==> config.mk <==
export PLATFORM = sky130hd
export DESIGN_NAME = seq_multiplier_4x4
export DESIGN_NICKNAME = d
export VERILOG_FILES = /design/src/rtl/seq_multiplier_4x4.sv
export SDC_FILE = /design/constraint.sdc
export NUM_CORES = 1
export LEC_CHECK = 0
export ABC_AREA = 1
export CAP_MARGIN = 30
export CORE_MARGIN = 5
export CORE_UTILIZATION = 40
export CTS_BUF_LIST = sky130_fd_sc_hd__clkbuf_8
export DETAILED_ROUTE_END_ITERATION = 7
export HOLD_SLACK_MARGIN = 0.12
export PLACE_DENSITY = 0.7
export SKIP_LAST_GASP = 1
export SLEW_MARGIN = 5
export SYNTH_ARGS = -nofsm -noshare
export SYNTH_HDL_FRONTEND = slang
export SYNTH_SLANG_ARGS = --single-unit
==> constraint.sdc <==
create_clock -name clk -period 2.8 [get_ports clk]
set_input_delay 0.84 -clock clk [delete_from_list [all_inputs] [get_ports clk]]
set_output_delay 0.84 -clock clk [all_outputs]
set_load 0.005 [all_outputs]
==> src/rtl/seq_multiplier_4x4.sv <==
// Sequential 4x4 unsigned shift-add multiplier, one partial product per cycle.
// Ports: clk, rst_n (async, active-low), start, A[3:0], B[3:0] in;
//        busy, done (1-cycle pulse), Product[7:0] (registered A*B) out.

module ripple_carry_adder (
    input  logic [3:0] i_a,
    input  logic [3:0] i_b,
    input  logic       i_cin,
    output logic [3:0] o_sum,
    output logic       o_carry
);
    logic w_c1, w_c2, w_c3;

    assign o_sum[0] = i_a[0] ^ i_b[0] ^ i_cin;
    assign w_c1     = (i_a[0] & i_b[0]) | (i_cin & (i_a[0] ^ i_b[0]));
    assign o_sum[1] = i_a[1] ^ i_b[1] ^ w_c1;
    assign w_c2     = (i_a[1] & i_b[1]) | (w_c1 & (i_a[1] ^ i_b[1]));
    assign o_sum[2] = i_a[2] ^ i_b[2] ^ w_c2;
    assign w_c3     = (i_a[2] & i_b[2]) | (w_c2 & (i_a[2] ^ i_b[2]));
    assign o_sum[3] = i_a[3] ^ i_b[3] ^ w_c3;
    assign o_carry  = (i_a[3] & i_b[3]) | (w_c3 & (i_a[3] ^ i_b[3]));
endmodule

module seq_multiplier_4x4 (
    input  logic       clk,
    input  logic       rst_n,
    input  logic       start,
    input  logic [3:0] A,
    input  logic [3:0] B,
    output logic       busy,
    output logic       done,
    output logic [7:0] Product
);
    typedef enum logic [1:0] {
        IDLE = 2'b00,
        CALC = 2'b01,
        DONE = 2'b10
    } state_t;

    state_t     r_state, w_state_nxt;
    logic [3:0] r_m, r_q, r_acc;
    logic       r_c;
    logic [1:0] r_cnt;
    logic [7:0] r_product;

    logic [3:0] w_m_nxt, w_q_nxt, w_acc_nxt;
    logic       w_c_nxt;
    logic [1:0] w_cnt_nxt;
    logic [7:0] w_product_nxt;

    logic [3:0] w_sum;
    logic       w_carry;
    logic       w_c_pre;
    logic [3:0] w_acc_pre;
    logic [8:0] w_shift;

    ripple_carry_adder u_adder (
        .i_a     (r_acc),
        .i_b     (r_m),
        .i_cin   (1'b0),
        .o_sum   (w_sum),
        .o_carry (w_carry)
    );

    // FSM next state and status outputs
    always_comb begin
        w_state_nxt = r_state;
        busy        = 1'b0;
        done        = 1'b0;
        case (r_state)
            IDLE: begin
                if (start) w_state_nxt = CALC;
            end
            CALC: begin
                busy = 1'b1;
                if (r_cnt == 2'd3) w_state_nxt = DONE;
            end
            DONE: begin
                busy        = 1'b1;
                done        = 1'b1;
                w_state_nxt = IDLE;
            end
            default: w_state_nxt = IDLE;
        endcase
    end

    // Datapath: conditional add then right shift of {C,ACC,Q}, same edge
    always_comb begin
        w_m_nxt       = r_m;
        w_q_nxt       = r_q;
        w_acc_nxt     = r_acc;
        w_c_nxt       = r_c;
        w_cnt_nxt     = r_cnt;
        w_product_nxt = r_product;
        w_c_pre       = r_q[0] ? w_carry : 1'b0;
        w_acc_pre     = r_q[0] ? w_sum : r_acc;
        w_shift       = {w_c_pre, w_acc_pre, r_q} >> 1;
        case (r_state)
            IDLE: begin
                if (start) begin
                    w_m_nxt   = A;
                    w_q_nxt   = B;
                    w_acc_nxt = 4'd0;
                    w_c_nxt   = 1'b0;
                    w_cnt_nxt = 2'd0;
                end
            end
            CALC: begin
                {w_c_nxt, w_acc_nxt, w_q_nxt} = w_shift;
                w_cnt_nxt = r_cnt + 2'd1;
                // Only the final iteration publishes, so no partial product leaks
                if (r_cnt == 2'd3) w_product_nxt = w_shift[7:0];
            end
            default: ;
        endcase
    end

    always_ff @(posedge clk or negedge rst_n) begin
        if (!rst_n) begin
            r_state   <= IDLE;
            r_m       <= 4'd0;
            r_q       <= 4'd0;
            r_acc     <= 4'd0;
            r_c       <= 1'b0;
            r_cnt     <= 2'd0;
            r_product <= 8'h00;
        end else begin
            r_state   <= w_state_nxt;
            r_m       <= w_m_nxt;
            r_q       <= w_q_nxt;
            r_acc     <= w_acc_nxt;
            r_c       <= w_c_nxt;
            r_cnt     <= w_cnt_nxt;
            r_product <= w_product_nxt;
        end
    end

    assign Product = r_product;
endmodule

Yosys cells after proc, flatten, opt, wreduce, memory -nomap -nowiden. Cells that the tools add are included.

Register bits: 24. Input port bits: 11. Bits in latches: 0. Memories kept: 0. RAM bits: 0. ROM bits: 0.

Add/sub/neg operators: 1. Reduce and logical (&&, ||, !) cells: 7. Bitwise operators: 17. Equality and inequality tests: 5. Muxes and demuxes: 13. Magnitude comparators: 0. Shift operators: 0. Multiply operators: 0. Divide/modulo/power cells: 0.

Operator list (number): $pmux 4 s2 (2); $mux 4 (3); $pmux 2 s2 (2); $reduce_and 2->1 (4); $and 1x1->1 (7); $xor 1x1->1 (7); $mux 2 (3); $eq 2x2->1 const B (2); $ne 2x2->1 const B (2); $mux 1 (3); $or 1x1->1 (3); $add 2x1->2 const B (1); $eq 2x1->1 const B (1); $logic_not 2->1 (1); $reduce_bool 2->1 (1); $reduce_or 2->1 (1).

Depth between registers and ports, before layout. Gate-level depths: netlist (run 1).

Depth in word-level cells: 9. Gate-level depth with buffers: 8. Gate-level depth less buffers: 8.

Modules after synthesis. A second synthesis (run 1) with hierarchy kept.

Cells, all modules: 142. Area total of the unflattened synthesis: 1202.4 µm².

By module, submodules not included: seq_multiplier_4x4 (area each 1084.8 µm², instances 1, cells an instance 128); ripple_carry_adder (area each 117.6 µm², instances 1, cells an instance 14).

Worst setup path after synthesis (run 1). Ideal clock, no wire load.

Path type: register to register. Start: register r_m[0]. End: register r_acc[2]. Stages on the path, launching flop included: 9. Setup slack: 0.706 ns. Arrival: 1.966 ns. Cell sequence: dfrtp_1 -> ha_1 -> fa_1 -> fa_1 -> fa_1 -> nand2_1 -> nand2_1 -> nand2_1 -> o21ai_0.

Longest elaborated chain between the ends: 8.

RTL lines: from (decl) (line 41) `logic [3:0] r_m, r_q, r_acc;`; from (signal assigned) (line 129) `r_m <= w_m_nxt;`; $and 1x1->1 (line 15) `assign w_c1 = (i_a[0] & i_b[0]) | (i_cin & (i_a[0] ^ i_b[0]));`; $and 1x1->1 (line 17) `assign w_c2 = (i_a[1] & i_b[1]) | (w_c1 & (i_a[1] ^ i_b[1]));`; $or 1x1->1 (line 17); $and 1x1->1 (line 19) `assign w_c3 = (i_a[2] & i_b[2]) | (w_c2 & (i_a[2] ^ i_b[2]));`; $or 1x1->1 (line 19); $xor 1x1->1 (line 20) `assign o_sum[3] = i_a[3] ^ i_b[3] ^ w_c3;`; $mux 4 (line 96) `w_acc_pre = r_q[0] ? w_sum : r_acc;`; $pmux 4 s2 (line 98) `case (r_state)`; to (signal assigned) (line 131) `r_acc <= w_acc_nxt;`; to (decl) (line 41).

No other way between the ends. A chain may end at the register's enable or synchronous reset.

Final worst setup path (run 1).
Start: register r_state[0]. End: output port busy.

Longest elaborated chain between the ends: 3. Elaborated cells on any way between the ends: 4. Those cells by class: eq/ne: 2; mux: 1; reduce/logical: 1.

RTL lines: from (decl) (line 40) `state_t r_state, w_state_nxt;`; from (signal assigned) (line 128) `r_state <= w_state_nxt;`; $eq 2x1->1 or $eq 2x2->1 (tied branches) (line 70) `case (r_state)`; $reduce_or 2->1 (no line) *; $mux 1 * (line 70); to (decl) (line 30) `output logic busy,`.

Mark *: on every way between the ends. The rest lies on a longest branch, timed or not.

==> impl_metrics.tcl, run 1 <==
set metrics [dict create \
    initial_utilization_pct 41.8 \
    htreeDepth 1 \
    leakagePower_uw 0.000732 \
    drv_slew 0 \
    cpLargestDelayFamily "buffers and inverters" \
    grt_overflow 0 \
    fillers 263 \
    pre_cts_slack_ps 606 \
    nets 174 \
    cts_tree "yes" \
    die_y_um 63.7 \
    holdBufCountCts 0 \
    layout-drive-gt1-share_pct 5.84 \
    ys_ff_latch 24 \
    area_growth_syn_to_layout_pct 26.5 \
    p_per_area_mw_per_mm2 1030 \
    max_freq_mhz 429 \
    clock_sinks 24 \
    dr.pass1.iters 4 \
    cts_setup_buffers 0 \
    wl_um 2240 \
    layout_commonest_cell "nand2_1" \
    regArea_um2 601 \
    outcome "finished clean" \
    hold_class "reg -> reg" \
    diodes 0 \
    layout.cells.most_common_list "57 x nand2_1, 24 x dfrtp_1, 20 x clkdlybuf4s50_1" \
    core-area_mm2 0.00276 \
    hold_viol 0 \
    finalCritPeriodShare_pct 83.2 \
    fin_tns_setup_ps 0 \
    grt_max_degree 25 \
    whs_ps 481 \
    multi_input_area_um2 495 \
    num_vias 890 \
    cp-start-kind "flip-flop" \
    rsz0062_at_grt "no" \
    drc 0 \
    syn-cell-area_mm2 0.00115 \
    finalClockSkew_ps 5.09 \
    dp_hpwl_um 1710 \
    yosysUniqueCellTypes 15 \
    io_buffers 20 \
    finalWorstSetupSlack_ps 469 \
    ant_nets 0 \
    slew_headroom_pct 74.0 \
    clk_pin_slew_ps 80 \
    post_cts_resized 0 \
    antenna_found_initial 0 \
    crit_path_end_kind "output port" \
    grt_usage_pct 11.9 \
    insertion_delay_ps 270 \
    syn_nets 150 \
    yosysWarnings 0 \
    critPathRequiredTime_ps 1960 \
    cap_violations 0 \
    die-area_mm2 0.00406 \
    yosysSeqAreaShare_pct 52.1 \
    post-route-min-period_ps 2330 \
    postSynthAreaPerCell_um2 8.81 \
    setup_viol_count_final 0 \
    worst-path-buf-inv 2 \
    syn-instance-count 131 \
    grt_first_pass_wirelength_um 3860 \
    path_class "reg -> out" \
    die_w_um 63.7 \
    routed_via_density 4.81 \
    grt_pass1_vias 899 \
    row_count 19 \
    critPathMaxStageDelay_ps 490 \
    slowest_stage "clkdlybuf4s50_1" \
    crit_path_max_fanout 3 \
    worst_pin_slew_ps 388 \
    clock_path_buffers 2 \
    place_congestion 0.883 \
    wl_per_cell_um 12.1 \
    critPathArrivalTime_ps 1490 \
    peakVddDrop_uv 563 \
    cts_root_buf "clkbuf_8" \
    drt-initial-drc-count 22 \
    cts-buffers-inserted 3 \
    worstPathCellList "inv_1 > ha_1 > clkdlybuf4s50_1" \
    pin_count 21 \
]
flip-flops by register name, summed over array words and instances, names as in the netlist:
name / cells
r_state: 2
r_acc: 4
Product: 8
r_q: 4
r_cnt: 2
r_m: 4
layout make-up:
type | instances | area share, %
clock buffer | 3 | 2.83
timing repair buffer | 21 | 14.2
inverter | 12 | 3.09
tap | 31 | 2.66
clock inverter | 1 | 2.06
multi-input combinational | 93 | 34.0
sequential | 24 | 41.2
Yosys cell counts:
cell     number  area share (%)
or2_2         1            0.54
inv_1        11             3.6
o21ai_2       1            0.76
buf_4         1            0.65
nand3_1       7             3.0
o21ai_0      16             6.9
o21a_1        1            0.65
buf_2         1            0.43
inv_2         1            0.33
nand2_1      57              19
dfrtp_1      24              52
o21ai_1       1            0.43
o21ai_4       1             1.4
ha_1          5             5.4
fa_1          3             5.2
worst paths after layout:
kind                             from    endpoint  slack [ps]  depth (start not counted)
setup / recovery           r_state[0]        busy         470                          3
hold / removal             Product[2]  Product[2]         480                          2
setup reg to reg             r_acc[0]    r_acc[2]         600                          8
hold reg to reg            Product[2]  Product[2]         480                          2
max in group asynchronous       rst_n      r_m[2]        1640                          2
min in group asynchronous       rst_n      r_q[2]         920                          2
metal layers:
layer,share of wire [%],global-route usage (%),wire length (µm),vias up
met4,1.1,4.94,25,0
li1,-,-,-,457
met1,44,13.5,986,415
met5,0,0,0,-
met3,3.8,4.26,85,4
met2,51,20.3,1140,14
cell families (layout without fill, tap and decap cells):
| kind of cell | Yosys count | after routing | synth area share, % |
|---|---|---|---|
| fa+ha+maj | 8 | 8 | 10.6 |
| compound gates | 20 | 20 | 10.2 |
| simple gates | 65 | 65 | 22.1 |
| flops | 24 | 24 | 52.1 |
| buf+inv | 14 | 37 | 4.99 |
report_power, final:
group / internal [µW] / switching (µW)
Sequential: 485 / 98.6
Combinational: 278 / 339
Clock: 191 / 107
per-stage QoR:
stage	total power (µW)	util (%)	instances	cell area [µm²]
2_1_floorplan	970	-	131	1150
3_3_place_gp	1190	50.3	181	1390
3_5_place_dp	1210	50.3	181	1390
4_1_cts	1520	52.9	185	1460
5_1_grt	1650	52.9	185	1460
6_report	1500	52.9	185	1460
tightest hold or removal path: stages, from the launching register on:
cell and delay [ps]:
dfrtp_1 350, nand2_1 50, nand2_1 50
(Power assumes the default switching activity.)
==> run 2, diff against run 1 <==
--- a/config.mk
+++ b/config.mk
@@ -12,7 +12,7 @@
 export CTS_BUF_LIST = sky130_fd_sc_hd__clkbuf_8
 export DETAILED_ROUTE_END_ITERATION = 7
 export HOLD_SLACK_MARGIN = 0.12
-export PLACE_DENSITY = 0.7
+export PLACE_DENSITY = 0.72
 export SKIP_LAST_GASP = 1
 export SLEW_MARGIN = 5
 export SYNTH_ARGS = -nofsm -noshare
==> constraint.sdc (replaced) <==
create_clock -name clk -period 2 [get_ports clk]
set_input_delay 0.6 -clock clk [delete_from_list [all_inputs] [get_ports clk]]
set_output_delay 0.6 -clock clk [all_outputs]
set_load 0.005 [all_outputs]
==> impl_metrics.tcl, run 2 (same netlist as run 1, synthesis figures left out) <==
set metrics [dict create \
    outcome "finished with violations" \
    violations "negative setup slack" \
    routed_via_density 5.00 \
    hold_class "reg -> reg" \
    drt-initial-drc-count 41 \
    initial_utilization_pct 41.8 \
    rsz0062_at_grt "yes" \
    die_y_um 63.7 \
    fillers 252 \
    post-route-min-period_ps 2070 \
    antenna_found_initial 0 \
    finalClockSkew_ps 6.93 \
    cap_violations 0 \
    diodes 0 \
    critPathArrivalTime_ps 2260 \
    fin_util_pct 54.7 \
    regArea_um2 601 \
    whs_ps 481 \
    grt_max_degree 25 \
    multi_input_area_um2 503 \
    clk_pin_slew_ps 80 \
    setup_viol_count_final 2 \
    nets 179 \
    layout-drive-gt1-share_pct 11.3 \
    layout_commonest_cell "nand2_1" \
    slew_headroom_pct 76.1 \
    clock_sinks 24 \
    io_buffers 20 \
    cts_tree "yes" \
    pin_count 21 \
    peakVddDrop_uv 847 \
    grt_usage_pct 11.4 \
    wl_um 2240 \
    dr.pass1.iters 4 \
    num_vias 950 \
    insertion_delay_ps 260 \
    layout.cells.most_common_list "57 x nand2_1, 24 x dfrtp_1, 18 x clkdlybuf4s50_1" \
    htreeDepth 1 \
    dp_hpwl_um 1680 \
    worst_pin_slew_ps 356 \
    p_per_area_mw_per_mm2 1430 \
    cts-buffers-inserted 3 \
    hold_viol 0 \
    place_congestion 0.835 \
    largest_register_ffs 8 \
    grt_first_pass_wirelength_um 3730 \
    grt_pass1_vias 902 \
    drv_slew 0 \
    leakagePower_uw 0.000775 \
    cp-start-kind "flip-flop" \
    critPathRequiredTime_ps 2190 \
    crit_path_end_kind "flip-flop" \
    row_count 19 \
    die_w_um 63.7 \
    ant_nets 0 \
    fin_tns_setup_ps -111 \
    finalCritPeriodShare_pct 104 \
    max_freq_mhz 482 \
    crit_path_max_fanout 2 \
    cts_root_buf "clkbuf_8" \
    path_class "reg -> reg" \
    core-area_mm2 0.00276 \
    area_growth_syn_to_layout_pct 30.8 \
    drc 0 \
    clock_path_buffers 2 \
    pre_cts_slack_ps -85.8 \
    grt_overflow 0 \
    die-area_mm2 0.00406 \
    finalWorstSetupSlack_ps -73.0 \
    wl_per_cell_um 11.8 \
]
[run 2: cell types whose count changed in the layout (fill, tap and decap cells not counted)]
cell	delta
o21ai_0	-2
fa_1	-2
o21ai_1	+2
inv_2	+1
inv_1	-1
buf_4	+5
clkdlybuf4s50_1	-2
ha_1	-1
dlymetal6s2s_1	+2
ha_2	+1
fa_2	+2
[run 2: worst paths after layout]
check                           start  slack, ps    endpoint  depth (start not counted)
min in group asynchronous       rst_n        680  Product[2]                          2
min                        Product[4]        480  Product[4]                          2
max in group asynchronous       rst_n       1080  Product[4]                          2
max                            r_m[0]        -70    r_acc[2]                          8
max reg2reg                    r_m[0]        -70    r_acc[2]                          8
min reg2reg                Product[4]        480  Product[4]                          2
[run 2: power by group]
group,internal (µW),total [µW],switching [µW]
Combinational,435,928,493
Clock,267,416,149
Sequential,679,816,136
Total,1380,2160,778
[run 2: layout make-up]
cell class              instances  share of cell area [%]
flip-flops and latches         24                    39.8
repair buffers                 26                    16.6
clock buffers                   3                    2.74
multi-input cells              93                    33.3
inverters                      12                    2.99
well taps                      31                    2.57
clock inverters                 1                    1.99
[run 2: timing repair]
| item | 4_1_cts | 5_1_grt |
|---|---|---|
| setup buffers | 1 | 2 |
| gates resized for setup | 1 | 4 |
| hold buffers | 0 | 0 |
| cloned | 0 | 0 |
| pin swaps | 0 | 1 |
| endpoints found under the setup margin | 4 | 5 |
[run 2: critical path, cell delays in order (launching register included)]
cell and delay (ps):
dfrtp_1 390, ha_2 190, fa_2 330, fa_2 340
fa_1 480, nand2_1 50, nand2_1 80, nand2_1 50
o21ai_1 80
[run 2: through the flow]
| stage | total power, µW | instance area, µm² | std cells |
|---|---|---|---|
| after detailed placement | 1720 | 1410 | 183 |
| after global routing | 2360 | 1510 | 190 |
| after global placement | 1690 | 1410 | 183 |
| final | 2160 | 1510 | 190 |
| after floorplan | 1370 | 1160 | 131 |
| after CTS | 2160 | 1490 | 188 |
[run 2: per-layer routing]
metal  track usage [%]  up-vias  wire (µm)
met5                 0        -          0
met4              3.12        0         39
met3              3.91        4        103
met2              19.8       23       1170
met1              13.2      456        923
li1                  -      467          -
